### config.mk
export PLATFORM = sky130hd
export DESIGN_NAME = idex_stage_reg
export DESIGN_NICKNAME = d
export VERILOG_FILES = /design/src/rtl/idex_stage_reg.sv
export SDC_FILE = /design/constraint.sdc
export NUM_CORES = 1
export LEC_CHECK = 0
export CORE_UTILIZATION = 40
export CTS_CLUSTER_DIAMETER = 80
export DETAILED_ROUTE_END_ITERATION = 10
export GPL_TIMING_DRIVEN = 1
export PLACE_DENSITY = 0.78
export SKIP_LAST_GASP = 1
export SYNTH_ARGS = -nofsm -noshare
export SYNTH_HDL_FRONTEND = slang
export SYNTH_SLANG_ARGS = --single-unit
### constraint.sdc
create_clock -name clk_i -period 3.1 [get_ports clk_i]
set_clock_uncertainty 0.15 [all_clocks]
set_input_delay 0.465 -clock clk_i [delete_from_list [all_inputs] [get_ports clk_i]]
set_output_delay 0.465 -clock clk_i [all_outputs]
set_load 0.1 [all_outputs]
### src/rtl/idex_stage_reg.sv
// ID/EX pipeline register with load-use hazard detection, flush/hold control and a saturating bubble counter.
// Latency: one cycle from ID inputs to EX outputs; hold_i freezes everything, and stall_o asks ID/IF to repeat the instruction.
module idex_stage_reg #(
  parameter int XLEN = 32,
  parameter int RAW  = 5
) (
  input  logic            clk_i,
  input  logic            rstn_i,
  input  logic            hold_i,
  input  logic            flush_i,
  input  logic            aluSrc_i,
  input  logic [2:0]      memVector_i,
  input  logic [1:0]      ALUOp_i,
  input  logic [1:0]      WBackVector_i,
  input  logic [XLEN-1:0] pc_i,
  input  logic [XLEN-1:0] rs1Data_i,
  input  logic [XLEN-1:0] rs2Data_i,
  input  logic [XLEN-1:0] imm_i,
  input  logic [RAW-1:0]  rs1Addr_i,
  input  logic [RAW-1:0]  rs2Addr_i,
  input  logic [RAW-1:0]  rdAddr_i,
  input  logic            useRs1_i,
  input  logic            useRs2_i,
  input  logic [3:0]      funct_i,
  output logic            stall_o,
  output logic            aluSrc_o,
  output logic [2:0]      memVector_o,
  output logic [1:0]      ALUOp_o,
  output logic [1:0]      WBackVector_o,
  output logic [XLEN-1:0] pc_o,
  output logic [XLEN-1:0] rs1Data_o,
  output logic [XLEN-1:0] rs2Data_o,
  output logic [XLEN-1:0] imm_o,
  output logic [RAW-1:0]  rs1Addr_o,
  output logic [RAW-1:0]  rs2Addr_o,
  output logic [RAW-1:0]  rdAddr_o,
  output logic [3:0]      funct_o,
  output logic            valid_o,
  output logic [15:0]     bubbleCnt_o
);

  logic exIsLoad;
  logic rs1Hit;
  logic rs2Hit;
  logic insertBubble;
  logic doLoad;

  // A flush discards the ID instruction anyway, so it never needs to stall.
  assign exIsLoad = valid_o & memVector_o[2] & (rdAddr_o != '0);
  assign rs1Hit   = useRs1_i & (rs1Addr_i == rdAddr_o);
  assign rs2Hit   = useRs2_i & (rs2Addr_i == rdAddr_o);
  assign stall_o  = exIsLoad & (rs1Hit | rs2Hit) & ~flush_i;

  assign insertBubble = ~hold_i & (flush_i | stall_o);
  assign doLoad       = ~hold_i & ~flush_i & ~stall_o;

  always_ff @(posedge clk_i or negedge rstn_i) begin
    if (!rstn_i) begin
      aluSrc_o      <= 1'b0;
      memVector_o   <= '0;
      ALUOp_o       <= '0;
      WBackVector_o <= '0;
      valid_o       <= 1'b0;
    end else if (insertBubble) begin
      aluSrc_o      <= 1'b0;
      memVector_o   <= '0;
      ALUOp_o       <= '0;
      WBackVector_o <= '0;
      valid_o       <= 1'b0;
    end else if (doLoad) begin
      aluSrc_o      <= aluSrc_i;
      memVector_o   <= memVector_i;
      ALUOp_o       <= ALUOp_i;
      WBackVector_o <= WBackVector_i;
      valid_o       <= 1'b1;
    end
  end

  // Data fields only move on a real load; bubbles leave them as they were.
  always_ff @(posedge clk_i or negedge rstn_i) begin
    if (!rstn_i) begin
      pc_o      <= '0;
      rs1Data_o <= '0;
      rs2Data_o <= '0;
      imm_o     <= '0;
      rs1Addr_o <= '0;
      rs2Addr_o <= '0;
      rdAddr_o  <= '0;
      funct_o   <= '0;
    end else if (doLoad) begin
      pc_o      <= pc_i;
      rs1Data_o <= rs1Data_i;
      rs2Data_o <= rs2Data_i;
      imm_o     <= imm_i;
      rs1Addr_o <= rs1Addr_i;
      rs2Addr_o <= rs2Addr_i;
      rdAddr_o  <= rdAddr_i;
      funct_o   <= funct_i;
    end
  end

  always_ff @(posedge clk_i or negedge rstn_i) begin
    if (!rstn_i) begin
      bubbleCnt_o <= '0;
    end else if (insertBubble && (bubbleCnt_o != 16'hFFFF)) begin
      bubbleCnt_o <= bubbleCnt_o + 16'd1;
    end
  end

endmodule
==> summary.txt <==
result of the run - complete, no violations
vias post-DR - 4775
Placeable Area - 0.0175 mm²
final setup violation count - 0
count of standard-cell rows - 48
post-synthesis sequential element count - 172
Hold Path Cell Cnt - 1
TritonCTS buffer count - 17
Die ar. - 0.0187 mm²
biggest area consumer among synthesized cells - dfrtp_1
clock input transition at the sequential cells of the worst setup and hold paths - 0.07 ns
input/output buffers - 333
post-route setup TNS - 0 ns
Post-layout nets - 933
clock sink count - 172
Netlist cell types - 33
top cells by area, synth - dfrtp_1 (59%), mux2_4 (21%), mux2_2 (7.3%), buf_12 (3.0%), xnor2_1 (1.6%)
Mapped Nets - 588
final RePlAce weighted congestion - 0.816
via density per instance - 4.74
worst ir drop on vdd - 616 µV
fraction of final layout cells sized beyond drive strength 1 - 46.7%
number of standard cells after synthesis - 426
unrepaired setup endpoints after global routing - false
# fillers - 1310
floorplan die height - 137 µm
Tightest Pin Transition - 0.763 ns
Arr. time, crit path - 2.95 ns
wire length of the first global-routing pass - 27.7 mm
final worst-path cycle share - 90.7%
Finished Layout Cells - 1008
Met1 Wirelength - 7.03 mm
Worst Hold Class - reg2reg
worst setup slack for register-to-register paths - 0.29 ns
Final Hold Slack - 0.349 ns
sequential share of the synthesized area - 59.3%
Worst Path Class, Setup - reg2reg
instance count after placement with tap cells included - 976
total DRC errors in the routed layout - 0
final count of pins violating max slew - 0
Die Wd - 137 µm
required time of the critical path - 3.24 ns
Final Util - 62.6%
peak clock frequency supported by timing - 356 MHz
deepest clock path buffer count - 2
total global-route track usage - 19.7%
fraction of post-synthesis cell area in the top cell type by area - 59.3%
CTS tree - built
post-synthesis cell area - 0.00726 mm²
Post-CTS Hold Fix Bufs - 1
critical path fanouts, max - 33
setup fix buffers added after clock tree synthesis - 0
kind of end point of the critical path - flip-flop
synthesized area per cell - 17.0 µm²
Skew-Pair Late Insertion Delay - 0.41 ns
routed length on met3 - 1.47 mm
root buffer cell - clkbuf_16
First DRT Iteration DRCs - 133
final routed wire length divided by cell count - 18.3 µm
worst max-slew margin expressed relative to the limit - 49.2%
top sig layer - met4
final routed wirelength across all metal layers - 18.5 mm
iteration count of the initial detailed-routing pass - 4
max-cap violation count - 0
Hold Vio Cnt, Final - 0
Layout area overhead - 50.9%
number of cells on the worst reg-to-reg path - 6
via count of the first global-routing pass - 5012
Power Density - 823 mW/mm²
CP Launch Type - flip-flop
H-tree Lvls - 4
Initial Util - 41.5%
post-route ant nets - 0
Warnings, synthesis - 0
initial antenna violation count - 0
Resize count post-CTS - 0
leak pwr - 5.07 nW
length of routed met2 wiring - 9.71 mm
pin count of the biggest net entering global routing - 81
Ant. Diodes - 0
boundary pin count - 334
DP HPWL - 13.9 mm
Overflow after GRT - 0
min cycle time layout - 2.81 ns
-- flip-flops by register name (all words and copies together) (netlist names), 3 cells and up --
| signal | count |
|---|---|
| bubbleCnt_o | 16 |
| funct_o | 4 |
| imm_o | 32 |
| memVector_o | 3 |
| pc_o | 32 |
| rdAddr_o | 5 |
| rs1Addr_o | 5 |
| rs1Data_o | 32 |
| rs2Addr_o | 5 |
| rs2Data_o | 32 |
-- per-layer routing --
metal	track usage, %	vias up
met1	22.6	2367
met4	5.68	0
met3	6.22	16
met5	0	-
met2	34.9	195
li1	-	2197
-- critical path, cell delays in order, from the launching register on --
cell and delay [ns]:
dfrtp_1 0.46, or3_1 0.39, o311a_1 0.36, a21oi_4 0.28, and2_4 0.39, buf_12 0.26, mux2_2 0.37
-- layout by cell type (no fill, tap or decap), drive strengths merged, types with 7 or more instances in the layout --
master         count
buf              185
dfrtp            172
clkdlybuf4s50    159
mux2             148
clkbuf            19
xnor2             13
xor2              12
nand2              8
a22o               8
nor2               7
-- layout make-up --
cell class	count	area, µm²	area share (%)
Multi-Input combinational cell	232	2640	24.1
Timing Repair Buffer	345	3080	28.2
Inverter	3	11.3	0.103
Tap cell	225	282	2.57
Sequential cell	172	4300	39.3
Clock buffer	19	443	4.05
Clock inverter	12	186	1.70
-- cell usage after synthesis (all sizes together) --
cell type	number
a21o	1
o221ai	1
nand2	8
o311a	1
nand4	6
or3	2
a22o	8
and2	1
inv	3
nor3	4
nand3	6
nor4b	1
dfrtp	172
o221a	1
ha	1
o22ai	1
or4	1
and3	1
nor4	5
a21oi	1
or2	1
nor2	7
clkbuf	2
xor2	12
mux2	148
a211o	1
buf	17
xnor2	13
-- path summary, 6_finish.rpt --
check	end	startpoint
worst max-delay path	rs1Data_o[9]	rdAddr_o[0]
worst min-delay path	bubbleCnt_o[15]	bubbleCnt_o[15]
worst max register to register	rs1Data_o[9]	rdAddr_o[0]
worst min register to register	bubbleCnt_o[15]	bubbleCnt_o[15]
max in group asynchronous	ALUOp_o[1]	rstn_i
min in group asynchronous	pc_o[27]	rstn_i
-- power by group --
| group | leakage [nW] | internal (W) | switching, W |
|---|---|---|---|
| registers | 2.05 | 0.00258 | 0.000234 |
| logic | 2.72 | 0.00102 | 0.00292 |
| clock network | 0.302 | 0.00138 | 0.000882 |
| total | 5.07 | 0.00497 | 0.00403 |
-- stage by stage --
step	area (µm²)	power, W	setup WS [ns]
after floorplan	7260	0.00583	0.0717
after global placement	10300	0.00676	0.225
after detailed placement	10300	0.00680	0.177
after CTS	10900	0.00909	0.269
after global routing	10900	0.00931	0.184
final	10900	0.00901	0.289
-- cell families after synthesis --
logic type | synth area share [%]
multiplexers | 28.1
flip-flops | 59.3
XOR/XNOR | 3.02
adder cells (fa/ha/maj) | 0.172
buffers and inverters | 4.33
AO/OA/AOI/OAI | 1.91
AND/OR/NAND/NOR | 3.10
(Power assumes the default switching activity.)
